===== config.mk =====
export PLATFORM = sky130hd
export DESIGN_NAME = ahb_lite_arb2
export DESIGN_NICKNAME = d
export VERILOG_FILES = /design/src/rtl/ahb_arb_pkg.sv /design/src/rtl/ahb_arb_hold.sv /design/src/rtl/ahb_lite_arb2.sv
export SDC_FILE = /design/constraint.sdc
export NUM_CORES = 1
export LEC_CHECK = 0
export ABC_AREA = 1
export BUFFER_PORTS_ARGS = -buffer_cell sky130_fd_sc_hd__buf_2
export CAP_MARGIN = 20
export CORE_ASPECT_RATIO = 1.1
export CORE_MARGIN = 3
export CORE_UTILIZATION = 46
export DETAILED_ROUTE_END_ITERATION = 8
export GPL_ROUTABILITY_DRIVEN = 0
export PLACE_DENSITY = 0.77
export SYNTH_ARGS = -nofsm -noshare
export SYNTH_HDL_FRONTEND = slang
export SYNTH_SLANG_ARGS = --single-unit

===== constraint.sdc =====
create_clock -name HCLK -period 3.4 [get_ports HCLK]
set_clock_uncertainty 0.05 [all_clocks]
set_input_delay 0.34 -clock HCLK [delete_from_list [all_inputs] [get_ports HCLK]]
set_output_delay 0.34 -clock HCLK [all_outputs]
set_load 0.05 [all_outputs]

===== src/rtl/ahb_arb_pkg.sv =====
// Shared types for the two-master AHB-Lite arbiter: HTRANS encodings,
// master index and the packed address-phase record carried through the hold stages.
package ahb_arb_pkg;

    localparam int AHB_AW = 32;

    typedef enum logic [1:0] {
        HTRANS_IDLE   = 2'b00,
        HTRANS_BUSY   = 2'b01,
        HTRANS_NONSEQ = 2'b10,
        HTRANS_SEQ    = 2'b11
    } htrans_e;

    typedef logic mst_idx_t;

    typedef struct packed {
        logic [AHB_AW-1:0] addr;
        htrans_e           trans;
        logic              write;
        logic [2:0]        size;
        logic [2:0]        burst;
        logic [3:0]        prot;
        logic              lock;
    } addr_phase_t;

    localparam addr_phase_t ADDR_PHASE_RST = '0;

    // NONSEQ and SEQ are the only encodings that move data.
    function automatic logic is_active(input htrans_e t);
        return (t == HTRANS_NONSEQ) || (t == HTRANS_SEQ);
    endfunction

endpackage


===== src/rtl/ahb_arb_hold.sv =====
// Per-master input stage: presents either the live or the held address phase,
// and latches a live request that was not issued so the master can be stalled.
module ahb_arb_hold
    import ahb_arb_pkg::*;
(
    input  logic        clk,
    input  logic        rst,
    input  addr_phase_t live_ap,
    input  logic        hready_m,
    input  logic        issue,
    output logic        req,
    output logic        pending,
    output addr_phase_t ap
);

    addr_phase_t held_q;
    logic        pending_q;
    logic        live_req;

    // Nothing is requested while reset is asserted, so a held transfer can never leak out.
    assign live_req = is_active(live_ap.trans) && hready_m && !rst;
    assign req      = !rst && (pending_q ? is_active(held_q.trans) : live_req);
    assign ap       = pending_q ? held_q : live_ap;
    assign pending  = pending_q;

    always_ff @(posedge clk) begin
        if (rst) begin
            pending_q <= 1'b0;
            held_q    <= ADDR_PHASE_RST;
        end else if (issue) begin
            pending_q <= 1'b0;
        end else if (live_req) begin
            pending_q <= 1'b1;
            held_q    <= live_ap;
        end
    end

endmodule


===== src/rtl/ahb_lite_arb2.sv =====
// Two-master AHB-Lite arbiter (M0 = processor, M1 = DMA/loader) in front of one slave path.
// Define ARB_ROUND_ROBIN_EN for round-robin tie breaking; default is fixed priority to M0.
module ahb_lite_arb2
    import ahb_arb_pkg::*;
#(
    parameter int AW = 32,
    parameter int DW = 32
) (
    input  logic          HCLK,
    input  logic          HRESET,
    input  logic [AW-1:0] HADDR_M0,
    input  logic [1:0]    HTRANS_M0,
    input  logic          HWRITE_M0,
    input  logic [2:0]    HSIZE_M0,
    input  logic [2:0]    HBURST_M0,
    input  logic [3:0]    HPROT_M0,
    input  logic          HMASTLOCK_M0,
    input  logic [DW-1:0] HWDATA_M0,
    output logic [DW-1:0] HRDATA_M0,
    output logic          HREADY_M0,
    output logic          HRESP_M0,
    input  logic [AW-1:0] HADDR_M1,
    input  logic [1:0]    HTRANS_M1,
    input  logic          HWRITE_M1,
    input  logic [2:0]    HSIZE_M1,
    input  logic [2:0]    HBURST_M1,
    input  logic [3:0]    HPROT_M1,
    input  logic          HMASTLOCK_M1,
    input  logic [DW-1:0] HWDATA_M1,
    output logic [DW-1:0] HRDATA_M1,
    output logic          HREADY_M1,
    output logic          HRESP_M1,
    output logic [AW-1:0] HADDR_S,
    output logic [1:0]    HTRANS_S,
    output logic          HWRITE_S,
    output logic [2:0]    HSIZE_S,
    output logic [2:0]    HBURST_S,
    output logic [3:0]    HPROT_S,
    output logic          HMASTLOCK_S,
    output logic [DW-1:0] HWDATA_S,
    input  logic [DW-1:0] HRDATA_S,
    input  logic          HREADY_S,
    input  logic          HRESP_S,
    output logic          HMASTER
);

    addr_phase_t live_ap0, live_ap1, ap0, ap1, ap_g, ap_s, ap_last_q;
    logic        req0, req1, pend0, pend1, req_g, issue, issue0, issue1;
    logic        tie_winner, dph_valid_q, lock_q;
    mst_idx_t    grant, hmaster_q, dph_owner_q;

    assign live_ap0 = '{addr: AHB_AW'(HADDR_M0), trans: htrans_e'(HTRANS_M0), write: HWRITE_M0,
                        size: HSIZE_M0, burst: HBURST_M0, prot: HPROT_M0, lock: HMASTLOCK_M0};
    assign live_ap1 = '{addr: AHB_AW'(HADDR_M1), trans: htrans_e'(HTRANS_M1), write: HWRITE_M1,
                        size: HSIZE_M1, burst: HBURST_M1, prot: HPROT_M1, lock: HMASTLOCK_M1};

    // Handshake: a transfer is accepted by the slave in the cycle it is driven with
    // HTRANS_S active and HREADY_S high; a master sees its own address phase accepted
    // when HREADY_Mx is high, and a held (pending) master is stalled with HREADY_Mx low.
    assign HREADY_M0 = pend0 ? 1'b0 : ((dph_valid_q && dph_owner_q == 1'b0) ? HREADY_S : 1'b1);
    assign HREADY_M1 = pend1 ? 1'b0 : ((dph_valid_q && dph_owner_q == 1'b1) ? HREADY_S : 1'b1);
    assign HRESP_M0  = dph_valid_q && dph_owner_q == 1'b0 && HRESP_S;
    assign HRESP_M1  = dph_valid_q && dph_owner_q == 1'b1 && HRESP_S;
    assign HRDATA_M0 = HRDATA_S;
    assign HRDATA_M1 = HRDATA_S;
    assign HWDATA_S  = (dph_owner_q == 1'b1) ? HWDATA_M1 : HWDATA_M0;

    ahb_arb_hold u_hold0 (
        .clk(HCLK), .rst(HRESET), .live_ap(live_ap0), .hready_m(HREADY_M0),
        .issue(issue0), .req(req0), .pending(pend0), .ap(ap0)
    );

    ahb_arb_hold u_hold1 (
        .clk(HCLK), .rst(HRESET), .live_ap(live_ap1), .hready_m(HREADY_M1),
        .issue(issue1), .req(req1), .pending(pend1), .ap(ap1)
    );

`ifdef ARB_ROUND_ROBIN_EN
    mst_idx_t rr_last_q;

    assign tie_winner = ~rr_last_q;

    always_ff @(posedge HCLK) begin
        if (HRESET) begin
            rr_last_q <= 1'b0;
        end else if (issue) begin
            rr_last_q <= grant;
        end
    end
`else
    assign tie_winner = 1'b0;
`endif

    // Wait states and locked sequences keep the current owner; otherwise park on it when idle.
    always_comb begin
        grant = hmaster_q;
        if (HREADY_S && !lock_q) begin
            if (req0 && req1) begin
                grant = tie_winner;
            end else if (req0) begin
                grant = 1'b0;
            end else if (req1) begin
                grant = 1'b1;
            end
        end
    end

    assign req_g  = (grant == 1'b1) ? req1 : req0;
    assign ap_g   = (grant == 1'b1) ? ap1 : ap0;
    assign issue  = HREADY_S && req_g;
    assign issue0 = issue && grant == 1'b0;
    assign issue1 = issue && grant == 1'b1;

    // An idle bus repeats the parked owner's last issued fields; a SEQ that lost its
    // place in the burst to the other master restarts as NONSEQ.
    always_comb begin
        ap_s       = ap_last_q;
        ap_s.trans = HTRANS_IDLE;
        if (req_g) begin
            ap_s = ap_g;
            if (ap_g.trans == HTRANS_SEQ && grant != hmaster_q) begin
                ap_s.trans = HTRANS_NONSEQ;
            end
        end
    end

    assign HADDR_S     = AW'(ap_s.addr);
    assign HTRANS_S    = ap_s.trans;
    assign HWRITE_S    = ap_s.write;
    assign HSIZE_S     = ap_s.size;
    assign HBURST_S    = ap_s.burst;
    assign HPROT_S     = ap_s.prot;
    assign HMASTLOCK_S = ap_s.lock;
    assign HMASTER     = grant;

    always_ff @(posedge HCLK) begin
        if (HRESET) begin
            hmaster_q   <= 1'b0;
            dph_owner_q <= 1'b0;
            dph_valid_q <= 1'b0;
            lock_q      <= 1'b0;
            ap_last_q   <= ADDR_PHASE_RST;
        end else if (HREADY_S) begin
            hmaster_q   <= grant;
            dph_valid_q <= issue;
            lock_q      <= issue && ap_g.lock;
            if (issue) begin
                dph_owner_q <= grant;
                ap_last_q   <= ap_s;
            end
        end
    end

endmodule


## Word level (Yosys, flattened, before mapping)

Cells that the tools add are included.

- Word-level logic and storage cells: 85
- Register bits: 142

- Reductions and logical operators: 28
- Eq/ne operators: 10
- Bitwise logic cells: 4
- Mux-type cells: 17

Operators with widths:

| cell | number |
|---|---|
| 2-to-1 mux 46 bit | 4 |
| 2-to-1 mux 32 bit | 1 |
| == test 2 bit (second input constant) | 9 |
| logical AND 1 bit | 17 |
| 2-to-1 mux 1 bit | 11 |
| AND reduction 2 bit | 3 |
| logical OR 1 bit | 4 |
| inverter 1 bit | 4 |
| OR reduction 2 bit | 2 |
| zero test 1 bit | 2 |
| 2-to-1 mux 2 bit | 1 |
| != test 1 bit | 1 |

## Depth between registers and ports, before layout

Gate-level depths: netlist of the first run.

- Depth in word-level cells: 16
- Gate-level depth with buffers: 13
- Depth with buffers taken out: 11

## Cells and area by module

From an unflattened synthesis of the first run, not the netlist that was laid out.

- Cell total of the unflattened synthesis: 1539
- Area total of the unflattened synthesis: 8772.2 sq um

Modules (own cells, without submodules):

| module | area an instance (sq um) | seq. area each (sq um) | times used | cells an instance |
|---|---|---|---|---|
| ahb_arb_hold | 2424.8 | 940.9 | 2 | 403 |
| ahb_lite_arb2 | 3922.5 | 960.9 | 1 | 733 |

## Worst setup path before layout of the first run

OpenSTA, ideal clock, no wires.

- Path type: input-to-output
- Start point: input port HRESET
- End point: output port HADDR_S[10]
- Path slack: 0.505 ns
- Required time: 3.010 ns
- Stages: 11
- Buffers on the path: 2
- Arrival time: 2.505 ns
- Path through: buf_2 inv_2 nand3_1 nand2_1 nand2_1 nand2_1 nand3b_1 nand2_1 inv_2 clkbuf_1 o21ai_0

- Longest elaborated chain between the ends: 10
- Elaborated cells on any way between the ends: 15

Ends and longest elaborated chain:

| item | RTL line | RTL |
|---|---|---|
| start, declared | ahb_lite_arb2.sv:10 | `input logic HRESET,` |
| zero test 1 bit (*) | ahb_arb_hold.sv:21, ahb_arb_hold.sv:22 |  |
| logical AND 1 bit | ahb_arb_hold.sv:21 | `assign live_req = is_active(live_ap.trans) && hready_m && !rst;` |
| 2-to-1 mux 1 bit | ahb_arb_hold.sv:22 | `assign req = !rst && (pending_q ? is_active(held_q.trans) : live_req);` |
| logical AND 1 bit | ahb_arb_hold.sv:22 |  |
| 2-to-1 mux 1 bit | ahb_lite_arb2.sv:102 | `end else if (req1) begin` |
| 2-to-1 mux 1 bit | ahb_lite_arb2.sv:100 | `end else if (req0) begin` |
| 2-to-1 mux 1 bit | ahb_lite_arb2.sv:98 | `if (req0 && req1) begin` |
| 2-to-1 mux 1 bit | ahb_lite_arb2.sv:97 | `if (HREADY_S && !lock_q) begin` |
| 2-to-1 mux 46 bit / 2-to-1 mux 1 bit (equally long branches) | ahb_lite_arb2.sv:109, ahb_lite_arb2.sv:108 |  |
| 2-to-1 mux 46 bit (*) | ahb_lite_arb2.sv:119 | `if (req_g) begin` |
| end, declared | ahb_lite_arb2.sv:33 | `output logic [AW-1:0] HADDR_S,` |

Every way passes the cells marked *; elsewhere a longest branch is shown, timed or not.

## Final worst setup path of the first run

- Start point: register dph_valid_q
- End point: output port HADDR_S[5]

- Longest elaborated chain between the ends: 13
- Elaborated cells on any way between the ends: 22

Ends and longest elaborated chain:

| item | RTL line | RTL |
|---|---|---|
| start, declared | ahb_lite_arb2.sv:49 | `logic tie_winner, dph_valid_q, lock_q;` |
| start signal, assigned | ahb_lite_arb2.sv:145 | `dph_valid_q <= issue;` |
| logical AND 1 bit | ahb_lite_arb2.sv:61 | `assign HREADY_M1 = pend1 ? 1'b0 : ((dph_valid_q && dph_owner_q == 1'b1) ? HREADY_S : 1'b1);` |
| 2-to-1 mux 1 bit (2 in a row) | ahb_lite_arb2.sv:61 |  |
| logical AND 1 bit (2 in a row) | ahb_arb_hold.sv:21 |  |
| 2-to-1 mux 1 bit | ahb_arb_hold.sv:22 |  |
| logical AND 1 bit | ahb_arb_hold.sv:22 |  |
| 2-to-1 mux 1 bit | ahb_lite_arb2.sv:102 |  |
| 2-to-1 mux 1 bit | ahb_lite_arb2.sv:100 |  |
| 2-to-1 mux 1 bit | ahb_lite_arb2.sv:98 |  |
| 2-to-1 mux 1 bit | ahb_lite_arb2.sv:97 |  |
| 2-to-1 mux 46 bit / 2-to-1 mux 1 bit (equally long branches) | ahb_lite_arb2.sv:109, ahb_lite_arb2.sv:108 |  |
| 2-to-1 mux 46 bit (*) | ahb_lite_arb2.sv:119 |  |

Marked as above.

==> load_flow_metrics.sql, run 1 <==
INSERT INTO impl_metrics (metric_group, metric, value, unit) VALUES
('run_status', 'run_status', 'completed', ''),
('detailed_routing', 'detail_route.vias_per_cell', '5.012', ''),
('hold_path', 'hold_path_class', 'input port to flop', ''),
('synth', 'synth_area_leader_cell', 'sky130_fd_sc_hd__dfxtp_1', ''),
('power_and_ir_drop', 'p_total', '5.687', 'mW'),
('cts', 'numClockSinks', '142', ''),
('global_routing', 'globalRouteOverflowTotal', '0', ''),
('layout', 'layout_common_cells', '500 x sky130_fd_sc_hd__nand2_1, 230 x sky130_fd_sc_hd__buf_2, 160 x sky130_fd_sc_hd__nor2_1', ''),
('hold_path', 'hold_depth', '3', ''),
('cts', 'cts_root_buf', 'sky130_fd_sc_hd__clkbuf_16', ''),
('synth', 'synthDominantCellAreaShare', '0.3278', ''),
('synth', 'syn-instance-count', '1481', ''),
('detailed_routing', 'drt_drc_violations_left', '0', ''),
('worst_setup_path', 'crit_fanout', '37', ''),
('timing', 'maxSlewHeadroom', '0.4820', ''),
('layout', 'diodes', '0', ''),
('global_routing', 'first_global_vias', '8086', ''),
('cts', 'clk-insertion-delay-late', '420', 'ps'),
('global_routing', 'pin_count_of_the_biggest_net_entering_global_routing', '92', ''),
('worst_setup_path', 'cp.buffers_inverters', '3', ''),
('placement', 'dpl.hpwl', '20.18', 'mm'),
('power_and_ir_drop', 'power-per-cell-area', '555.9', 'nW/um^2'),
('timing', 'slew_viol_final', '0', ''),
('worst_setup_path', 'critical_path_cell_list', 'nand3_1, nand3_1, nand2_1, nand2_1, nand2_1, nand3b_1, nand2_1, inv_6, buf_4, nand2_1, o21ai_0, buf_2', ''),
('hold_path', 'holdPathEnd', 'u_hold0.held_q[35]', ''),
('global_routing', 'groute.usage.overall', '0.2583', ''),
('layout', 'post_route_cells_drive_above_1_share', '0.1899', ''),
('worst_setup_path', 'reg2reg_setup_slack', '710', 'ps'),
('cts', 'postCtsHoldBufs', '0', ''),
('worst_setup_path', 'worst_path_dominant_cell_family', 'simple AND/OR/NAND/NOR gates', ''),
('detailed_routing', 'wl_per_cell', '15.03', 'um'),
('hold_path', 'worstHoldStart', 'HADDR_M0[21]', ''),
('detailed_routing', 'vias', '9267', ''),
('timing', 'min_period', '3113', 'ps'),
('worst_setup_path', 'logic_depth_of_the_worst_register_to_register_path', '9', ''),
('timing', 'setup_viol_count_final', '0', ''),
('timing', 'finalCritPeriodShare', '0.9157', ''),
('worst_setup_path', 'setup.worst_path.start_class', 'flop', ''),
('synth', 'synth.top_cells.by_area', 'sky130_fd_sc_hd__dfxtp_1 33%, sky130_fd_sc_hd__nand2_1 22%, sky130_fd_sc_hd__o21ai_0 8.3%, sky130_fd_sc_hd__nor2_1 6.9%, sky130_fd_sc_hd__nand3_1 6.9%', ''),
('placement', 'placement.cell_area', '9618', 'um^2'),
('timing', 'fmax', '321.2', 'MHz'),
('die', 'floorplan.core_area', '18480', 'um^2'),
('worst_setup_path', 'reg2reg_from', 'dph_valid_q', ''),
('die', 'initial_core_util', '0.4693', ''),
('synth', 'syn_area_per_cell', '5.856', 'um^2'),
('timing', 'timing.setup.tns', '0', 'ps'),
('power_and_ir_drop', 'vdd_ir_drop_max', '0.4039', 'mV'),
('layout', 'fillCellCount', '1899', ''),
('layout', 'final_common_cell', 'sky130_fd_sc_hd__nand2_1', ''),
('detailed_routing', 'drtPass1Iterations', '5', ''),
('worst_setup_path', 'critical_path.max_stage_delay', '370', 'ps'),
('worst_setup_path', 'worst_ep_required_time', '3010', 'ps'),
('cts', 'clk_pin_slew', '60', 'ps'),
('cts', 'cts_buffer_depth', '2', ''),
('cts', 'clock_tree_from_tritoncts', 'built', ''),
('placement', 'port_buffers', '242', ''),
('global_routing', 'grt_first_pass_wirelength', '41.68', 'mm'),
('worst_setup_path', 'end_kind', 'output pin', ''),
('worst_setup_path', 'critical-path-slowest-cell', 'sky130_fd_sc_hd__dfxtp_1', ''),
('cts', 'h-tree-depth', '4', ''),
('worst_setup_path', 'critical_path_arrival', '2720', 'ps'),
('die', 'ioPinCount', '339', ''),
('global_routing', 'initial_antenna_violation_count', '3', ''),
('detailed_routing', 'drt_first_iter_violations', '753', ''),
('synth', 'synth_nets', '1673', ''),
('power_and_ir_drop', 'leakage_component_of_the_power', '5.331', 'nW'),
('worst_setup_path', 'crit-reg2reg-capture', 'ap_last_q[26]', ''),
('die', 'rows', '52', ''),
('synth', 'mappedNetlistArea', '8672', 'um^2'),
('die', 'chipHeight', '150.0', 'um'),
('die', 'die_x', '136.9', 'um');
-- routing by layer --
layer,up-vias,share of wire,track usage
met2,344,0.45,0.3952
met3,64,0.081,0.05750
met1,4112,0.44,0.3622
met4,4,0.023,0.08134
met5,-,0.00097,0
li1,4743,-,-
-- stage by stage --
stage / setup WS (ps) / instances / utilization / hold slack, ps
floorplan: 505.3 / 1481 / - / 376.6
global placement: 462.7 / 1820 / 0.5205 / 405.0
finish: 286.8 / 1849 / 0.5536 / 101.2
global route: 1.104 / 1849 / 0.5536 / 92.18
CTS: 78.26 / 1849 / 0.5534 / 91.74
detailed placement: 357.5 / 1820 / 0.5205 / 397.1
-- power by group --
group | leakage, nW | internal, mW | switching [mW]
clock network | 0.290 | 1.24 | 0.709
registers | 1.17 | 1.81 | 0.0503
logic | 3.87 | 0.535 | 1.34
-- area by class of cell --
| cell class | instances | area, um^2 | share of cell area |
|---|---|---|---|
| multi-input combinational | 1021 | 4320 | 0.4223 |
| sequential | 142 | 2844 | 0.2780 |
| timing repair buffer | 262 | 1579 | 0.1544 |
| inverter | 152 | 575.6 | 0.05626 |
| clock buffer | 24 | 501.7 | 0.04905 |
| tap | 243 | 304.0 | 0.02972 |
| clock inverter | 5 | 105.1 | 0.01027 |
-- Yosys cell counts, drive strengths merged --
cell type,number
nor2,160
nand2,502
a21oi,76
nand3,119
buf,117
nor3,2
nand4,2
inv,152
nand3b,1
clkbuf,49
dfxtp,142
o21bai,1
mux2,1
o21ai,157
-- what timing repair did --
action / CTS / global route
endpoints found under the setup margin: 0 / 26
gates resized for setup: 0 / 3
hold endpoints to repair: 0 / 0
-- state kept, by name, summed over array words and instances, names as in the netlist --
| register | flops |
|---|---|
| ap_last_q | 44 |
| dph_owner_q | 1 |
| dph_valid_q | 1 |
| hmaster_q | 1 |
| lock_q | 1 |
| u_hold0.held_q | 46 |
| u_hold0.pending | 1 |
| u_hold1.held_q | 46 |
| u_hold1.pending | 1 |
-- cells by family after synthesis --
family	Yosys count	share of synthesized area
compound gates	234	0.1371
flops	142	0.3278
simple gates	786	0.3593
buf+inv	318	0.1746
mux	1	0.001298
-- how the worst max path moves through the flow --
stage / cells past startpoint / slack (ps) / end
floorplan: 11 / 510 / HADDR_S[10]
global placement: 13 / 460 / HBURST_S[2]
detailed placement: 14 / 360 / HADDR_S[13]
CTS: 12 / 80 / HADDR_S[13]
global route: 12 / 1 / HADDR_S[5]
finish: 12 / 290 / HADDR_S[5]
-- tightest hold or removal path: stages --
cell and delay (ps):
sky130_fd_sc_hd__buf_2 90, sky130_fd_sc_hd__nand3_1 60, sky130_fd_sc_hd__nand2_1 60
Power figures use the tool's default switching activity.
==> run 2, diff against run 1 <==
- CORE_UTILIZATION: 46 -> 42
- PLACE_DENSITY: 0.77 -> 0.71
- SLEW_MARGIN: not set -> 10
==> run 2 against run 1 <==
  * Cell area grew 0.21%
  * Cell count grew 0.70%
  * Clock power fell by 2%
  * Sequential share of layout area fell by 0.058 points
  * Critical endpoint is now HADDR_S[6]
  * Worst setup slack worse by 20 ps
  * Via count is 1.4% lower
  * Largest power group unchanged
  * Global-route usage shrank 1.9 points
  * Critical path depth unchanged
  * First-iteration DRC count is 26% lower
  * Maximum frequency down 0.64%
==> load_flow_metrics.sql, run 2 (synthesis results as in run 1) <==
INSERT INTO impl_metrics (metric_group, metric, value, unit) VALUES
('detailed_routing', 'routed_wirelength', '27.84', 'mm'),
('timing', 'min_period', '3133', 'ps'),
('timing', 'fmax', '319.2', 'MHz'),
('layout', 'multi_input_area', '4320', 'um^2'),
('worst_setup_path', 'logic_depth_of_the_worst_register_to_register_path', '12', ''),
('die', 'ioPinCount', '339', ''),
('timing', 'maxSlewHeadroom', '0.4415', ''),
('timing', 'grt_setup_unrepaired', 'false', ''),
('detailed_routing', 'drt_first_iter_violations', '560', ''),
('layout', 'final-seq-area', '2844', 'um^2'),
('timing', 'slew_viol_final', '0', ''),
('detailed_routing', 'drtAntennaViolNets', '0', ''),
('worst_setup_path', 'critical_path_cell_list', 'nand3_1, nand3_1, nand2_1, nand2_1, nand2_1, nand3b_1, nand2_1, inv_6, buf_4, nand2_1, o21ai_0, buf_12', ''),
('cts', 'clk_pin_slew', '60', 'ps'),
('placement', 'placement.cell_area', '9634', 'um^2'),
('layout', 'fin_nets', '1787', ''),
('worst_setup_path', 'end_kind', 'output pin', ''),
('worst_setup_path', 'setup.worst_path.start_class', 'flop', ''),
('power_and_ir_drop', 'leakage_component_of_the_power', '5.330', 'nW'),
('layout', 'post_layout_instance_area', '10250', 'um^2'),
('die', 'chipHeight', '156.7', 'um'),
('worst_setup_path', 'critical_path.max_stage_delay', '470', 'ps'),
('worst_setup_path', 'start_to_end_type_of_the_worst_setup_path', 'flop to output pin', ''),
('detailed_routing', 'drtPass1Iterations', '5', ''),
('worst_setup_path', 'critical_path.endpoint', 'HADDR_S[6]', ''),
('worst_setup_path', 'crit-reg2reg-capture', 'u_hold0.held_q[9]', ''),
('detailed_routing', 'drt_drc_violations_left', '0', ''),
('detailed_routing', 'detail_route.vias_per_cell', '4.908', ''),
('global_routing', 'grt.busiest_layer', 'met2', ''),
('die', 'rows', '54', ''),
('layout', 'fillCellCount', '2143', ''),
('global_routing', 'grt_first_pass_wirelength', '42.24', 'mm'),
('cts', 'ctsResizeCount', '0', ''),
('power_and_ir_drop', 'vdd_ir_drop_max', '0.3567', 'mV'),
('power_and_ir_drop', 'netSwitchingPower', '2.125', 'mW'),
('placement', 'port_buffers', '242', ''),
('flow_run', 'maxCapViolCount', '0', ''),
('die', 'fp.dieArea', '22410', 'um^2'),
('power_and_ir_drop', 'internal_power', '3.516', 'mW'),
('global_routing', 'use_met2', '0.3563', ''),
('global_routing', 'grt_util_met3', '0.05043', ''),
('timing', 'hold_violations', '0', ''),
('worst_setup_path', 'critical_path_arrival', '2740', 'ps'),
('timing', 'setup_viol_count_final', '0', ''),
('worst_setup_path', 'cp-startpoint', 'dph_owner_q', ''),
('power_and_ir_drop', 'p_total', '5.640', 'mW'),
('worst_setup_path', 'worst_ep_required_time', '3010', 'ps'),
('cts', 'numClockSinks', '142', ''),
('worst_setup_path', 'crit_fanout', '28', ''),
('timing', 'max_slew.worst_pin.slew', '837.7', 'ps'),
('die', 'initial_core_util', '0.4322', ''),
('hold_path', 'hold_path_class', 'input port to flop', ''),
('die', 'die_x', '143.0', 'um'),
('detailed_routing', 'vias', '9138', ''),
('cts', 'clock_tree_from_tritoncts', 'built', ''),
('cts', 'post_cts.repair.setup_buffers', '0', ''),
('power_and_ir_drop', 'swShare', '0.3767', ''),
('worst_setup_path', 'critical-path-slowest-cell', 'sky130_fd_sc_hd__dfxtp_1', ''),
('power_and_ir_drop', 'comb_power_share', '0.331', ''),
('cts', 'h-tree-depth', '4', ''),
('layout', 'final_common_cell', 'sky130_fd_sc_hd__nand2_1', ''),
('run_status', 'run_status', 'completed', ''),
('worst_setup_path', 'reg2reg_setup_slack', '760', 'ps'),
('global_routing', 'globalRouteOverflowTotal', '0', ''),
('layout', 'layout_common_cells', '500 x sky130_fd_sc_hd__nand2_1, 230 x sky130_fd_sc_hd__buf_2, 160 x sky130_fd_sc_hd__nor2_1', ''),
('global_routing', 'first_global_vias', '7918', ''),
('die', 'floorplan.core_area', '20070', 'um^2'),
('timing', 'timing.setup.tns', '0', 'ps'),
('worst_setup_path', 'worst_path_most_repeated_cell', 'sky130_fd_sc_hd__nand2_1', ''),
('cts', 'clk-insertion-delay-late', '420', 'ps'),
('global_routing', 'groute.usage.overall', '0.2395', ''),
('global_routing', 'pin_count_of_the_biggest_net_entering_global_routing', '93', ''),
('cts', 'cts_root_buf', 'sky130_fd_sc_hd__clkbuf_16', ''),
('worst_setup_path', 'reg2reg_from', 'dph_owner_q', ''),
('timing', 'finalCritPeriodShare', '0.9215', ''),
('layout', 'post_route_cells_drive_above_1_share', '0.1922', ''),
('detailed_routing', 'wl_per_cell', '14.95', 'um'),
('global_routing', 'initial_antenna_violation_count', '6', ''),
('layout', 'layout-area-overhead-vs-synth', '18.21', '%'),
('power_and_ir_drop', 'power-per-cell-area', '550.2', 'nW/um^2'),
('power_and_ir_drop', 'clock_power_share', '0.339', ''),
('layout', 'largest_registers', 'u_hold0.held_q: 46 flops, u_hold1.held_q: 46 flops, ap_last_q: 44 flops', ''),
('global_routing', 'global_route.usage.met1', '0.3452', ''),
('power_and_ir_drop', 'power_frac_seq', '0.329', ''),
('cts', 'cts_buffer_depth', '2', ''),
('placement', 'dpl.hpwl', '20.18', 'mm'),
('cts', 'postCtsHoldBufs', '0', ''),
('cts', 'numCtsBuffers', '17', '');
run 2: cell types whose count changed in the layout (fill, tap and decap cells not counted), sizes merged:
cell,previous run,this run
clkinv,0,7
clkbuf,24,18
diode,0,2
buf,262,261
clkinvlp,2,3
inv,152,153
run 2: worst min path at each step:
stage | cells after the start | startpoint | slack (ps) | to
after floorplan | 2 | u_hold0.held_q[13] | 380 | u_hold0.held_q[13]
after global placement | 2 | u_hold0.held_q[13] | 400 | u_hold0.held_q[13]
after detailed placement | 2 | u_hold0.held_q[13] | 410 | u_hold0.held_q[13]
after CTS | 3 | HADDR_M0[20] | 90 | u_hold0.held_q[34]
after global routing | 3 | HPROT_M0[3] | 100 | u_hold0.held_q[4]
final | 3 | HADDR_M0[20] | 110 | u_hold0.held_q[34]
run 2: stage by stage:
stage | hold WS [ps] | util | worst slack (ps) | std cells
after floorplan | 376.6 | - | 505.3 | 1481
after global placement | 399.1 | 0.4801 | 594.7 | 1828
after detailed placement | 406.1 | 0.4801 | 505.7 | 1828
after CTS | 92.82 | 0.5104 | 115.5 | 1860
after global routing | 96.61 | 0.5108 | 3.098 | 1862
final | 105.6 | 0.5108 | 266.9 | 1862
run 2: power groups by stage:
stage               clock, mW  sequential, mW  combinational [mW]
floorplan                   0            1.88                1.51
global placement            0            1.89                1.85
detailed placement          0            1.89                1.86
CTS                      1.95            1.86                1.87
global route             2.03            1.87                2.04
finish                   1.91            1.86                1.87
run 2: area by class of cell:
cell class,count,area share
timing repair buffer,261,0.1545
sequential,142,0.2774
tap,252,0.03076
clock buffer,18,0.04284
clock inverter,14,0.01636
inverter,152,0.05615
multi-input combinational,1021,0.4215
antenna,2,0.0004882
run 2: worst max-delay path: cells and delay by family (launching register included):
family                 cells  cell delay [ps]
and+or+nand+nor            8             1010
buffers and inverters      3              660
DFF                        1              470
AOI/OAI and AO/OA          1              170
run 2: layer usage:
layer	wire, um	share of wire	up-vias
met5	35	0.0013	-
met4	545	0.020	6
met3	2155	0.077	61
met2	12350	0.44	296
met1	12750	0.46	4024
li1	-	-	4751
==> run 3, diff against run 2 <==
- CELL_PAD_IN_SITES_DETAIL_PLACEMENT: not set -> 0
- CELL_PAD_IN_SITES_GLOBAL_PLACEMENT: not set -> 2
- CORE_UTILIZATION: 42 -> 26
- PLACE_DENSITY: 0.71 -> 0.84
==> run 3 against run 2 <==
  * Critical endpoint is now HADDR_S[14]
  * Sequential power about the same
  * Hold slack worse by 7.3 ps
  * Critical path type unchanged
  * Global-route usage down 6.1 points
  * Die area up 59%
  * Via count up 0.26%
  * Maximum frequency up 1.2%
  * First-iteration DRC count up 19%
==> load_flow_metrics.sql, run 3 (synthesis results as in run 1) <==
INSERT INTO impl_metrics (metric_group, metric, value, unit) VALUES
('layout', 'post_route_cells_drive_above_1_share', '0.1908', ''),
('worst_setup_path', 'critical_path.max_stage_delay', '370', 'ps'),
('die', 'ioPinCount', '339', ''),
('detailed_routing', 'detail_route.vias_per_cell', '4.498', ''),
('flow_run', 'maxCapViolCount', '0', ''),
('worst_setup_path', 'worst_path_most_repeated_cell', 'sky130_fd_sc_hd__nand2_1', ''),
('worst_setup_path', 'end_kind', 'output pin', ''),
('cts', 'cts_root_buf', 'sky130_fd_sc_hd__clkbuf_16', ''),
('detailed_routing', 'drtPass1Iterations', '5', ''),
('detailed_routing', 'routed_wirelength', '32.48', 'mm'),
('detailed_routing', 'vias', '9162', ''),
('global_routing', 'first_global_vias', '8438', ''),
('global_routing', 'initial_antenna_violation_count', '4', ''),
('timing', 'timing.setup.tns', '0', 'ps'),
('die', 'floorplan.core_area', '32630', 'um^2'),
('power_and_ir_drop', 'vdd_ir_drop_max', '0.3054', 'mV'),
('cts', 'numCtsBuffers', '17', ''),
('hold_path', 'hold_path_class', 'input port to flop', ''),
('detailed_routing', 'drtAntennaViolNets', '0', ''),
('die', 'die_x', '180.1', 'um'),
('layout', 'largest_registers', 'u_hold0.held_q: 46 flops, u_hold1.held_q: 46 flops, ap_last_q: 44 flops', ''),
('worst_setup_path', 'worst_ep_required_time', '3010', 'ps'),
('timing', 'finalCritPeriodShare', '0.9107', ''),
('placement', 'count_of_placed_standard_cells_including_taps', '2004', ''),
('cts', 'h-tree-depth', '4', ''),
('detailed_routing', 'drt_first_iter_violations', '664', ''),
('layout', 'final-seq-area', '2846', 'um^2'),
('layout', 'layout_common_cells', '500 x sky130_fd_sc_hd__nand2_1, 232 x sky130_fd_sc_hd__buf_2, 160 x sky130_fd_sc_hd__nor2_1', ''),
('timing', 'setup_viol_count_final', '0', ''),
('layout', 'fin_nets', '1789', ''),
('worst_setup_path', 'setup.worst_path.start_class', 'flop', ''),
('worst_setup_path', 'critical_path_arrival', '2710', 'ps'),
('detailed_routing', 'drt_drc_violations_left', '0', ''),
('layout', 'layout-area-overhead-vs-synth', '20.30', '%'),
('timing', 'fmax', '323.0', 'MHz'),
('timing', 'min_period', '3096', 'ps'),
('timing', 'hold_violations', '0', ''),
('die', 'initial_core_util', '0.2657', ''),
('power_and_ir_drop', 'power-per-cell-area', '548.9', 'nW/um^2'),
('die', 'chipHeight', '197.5', 'um'),
('layout', 'fillCellCount', '3681', ''),
('cts', 'cts_buffer_depth', '2', ''),
('global_routing', 'globalRouteOverflowTotal', '0', ''),
('detailed_routing', 'wl_per_cell', '15.95', 'um'),
('die', 'fp.dieArea', '35580', 'um^2'),
('timing', 'max_slew.worst_pin.slew', '1039', 'ps'),
('placement', 'port_buffers', '242', ''),
('layout', 'final_common_cell', 'sky130_fd_sc_hd__nand2_1', ''),
('global_routing', 'grt_first_pass_wirelength', '49.39', 'mm'),
('layout', 'fin_cells', '2037', ''),
('worst_setup_path', 'critical_path_cell_list', 'inv_2, nand3_1, nand2_1, a21oi_2, inv_2, nand3b_1, nand2_1, inv_4, buf_4, nand2_1, o21ai_0, buf_2', ''),
('die', 'rows', '69', ''),
('run_status', 'run_status', 'completed', ''),
('timing', 'grt_setup_unrepaired', 'false', ''),
('worst_setup_path', 'start_to_end_type_of_the_worst_setup_path', 'flop to output pin', ''),
('worst_setup_path', 'critical-path-slowest-cell', 'sky130_fd_sc_hd__dfxtp_1', ''),
('worst_setup_path', 'crit_fanout', '21', ''),
('cts', 'clk-insertion-delay-late', '420', 'ps'),
('layout', 'multi_input_area', '4320', 'um^2'),
('placement', 'dpl.hpwl', '23.71', 'mm'),
('timing', 'slew_viol_final', '0', ''),
('timing', 'maxSlewHeadroom', '0.3074', ''),
('cts', 'numClockSinks', '142', ''),
('global_routing', 'pin_count_of_the_biggest_net_entering_global_routing', '92', ''),
('cts', 'clk_pin_slew', '60', 'ps'),
('cts', 'clock_tree_from_tritoncts', 'built', ''),
('power_and_ir_drop', 'leakage_component_of_the_power', '5.339', 'nW'),
('global_routing', 'groute.usage.overall', '0.1784', '');
## run 3: changes by cell type in the layout (fill, tap and decap cells not counted), sizes merged
cell / before / now
buf: 261 / 263
clkbuf: 18 / 25
clkinv: 7 / 3
clkinvlp: 3 / 0
inv: 153 / 152
## run 3: critical path, delay by kind of cell (launching register included)
| family | cells | cell delay [ps] |
|---|---|---|
| buffers and inverters | 5 | 930 |
| AOI/OAI and AO/OA | 2 | 350 |
| and+or+nand+nor | 5 | 610 |
| DFF | 1 | 370 |
## run 3: what timing repair did
action	CTS	global route
setup buffers	0	0
setup endpoints to repair	0	12
hold buffers	0	0
gates resized for setup	0	2
## run 3: path summary, 6_finish.rpt
| check | slack (ps) | end | from | depth (start not counted) |
|---|---|---|---|---|
| worst min register to register | 400 | u_hold0.held_q[13] | u_hold0.held_q[13] | 2 |
| worst max register to register | 960 | ap_last_q[1] | u_hold1.pending | 11 |
| worst max-delay path | 300 | HADDR_S[14] | dph_owner_q | 12 |
| worst min-delay path | 100 | u_hold0.held_q[27] | HADDR_M0[13] | 3 |
## run 3: per-layer routing
| layer | vias to the layer above | track usage | wire length, um |
|---|---|---|---|
| met5 | - | 0 | 7 |
| met4 | 2 | 0.05630 | 671 |
| met3 | 55 | 0.04622 | 2253 |
| met2 | 279 | 0.2866 | 14710 |
| met1 | 4069 | 0.2360 | 14840 |
| li1 | 4757 | - | - |
## run 3: area by class of cell
class                           instances  share of cell area
Clock inverter                          6             0.01007
Tap cell                              426             0.05109
Multi-Input combinational cell       1021              0.4141
Timing Repair Buffer                  263              0.1480
Antenna cell                            2           0.0004797
Clock buffer                           25             0.04845
Inverter                              152             0.05493
Sequential cell                       142              0.2728
## run 3: power by group
group          switching [mW]  total, mW  leakage (nW)  internal, mW
Sequential             0.0487       1.86          1.17          1.81
Combinational            1.37       1.90          3.87         0.522
Clock                   0.728       1.97         0.303          1.25
Total                    2.15       5.73          5.34          3.58
## run 3: per-stage QoR
step / worst slack (ps) / cell area (um^2) / utilization / hold WS (ps) / total power, mW
2_1_floorplan: 505.3 / 8672 / - / 376.6 / 3.387
3_3_place_gp: 491.2 / 9814 / 0.3007 / 390.1 / 3.800
3_5_place_dp: 394.5 / 9814 / 0.3007 / 389.7 / 3.812
4_1_cts: 144.2 / 10430 / 0.3195 / 78.65 / 5.810
5_1_grt: 19.27 / 10430 / 0.3196 / 83.66 / 6.065
6_report: 303.7 / 10430 / 0.3197 / 98.29 / 5.727
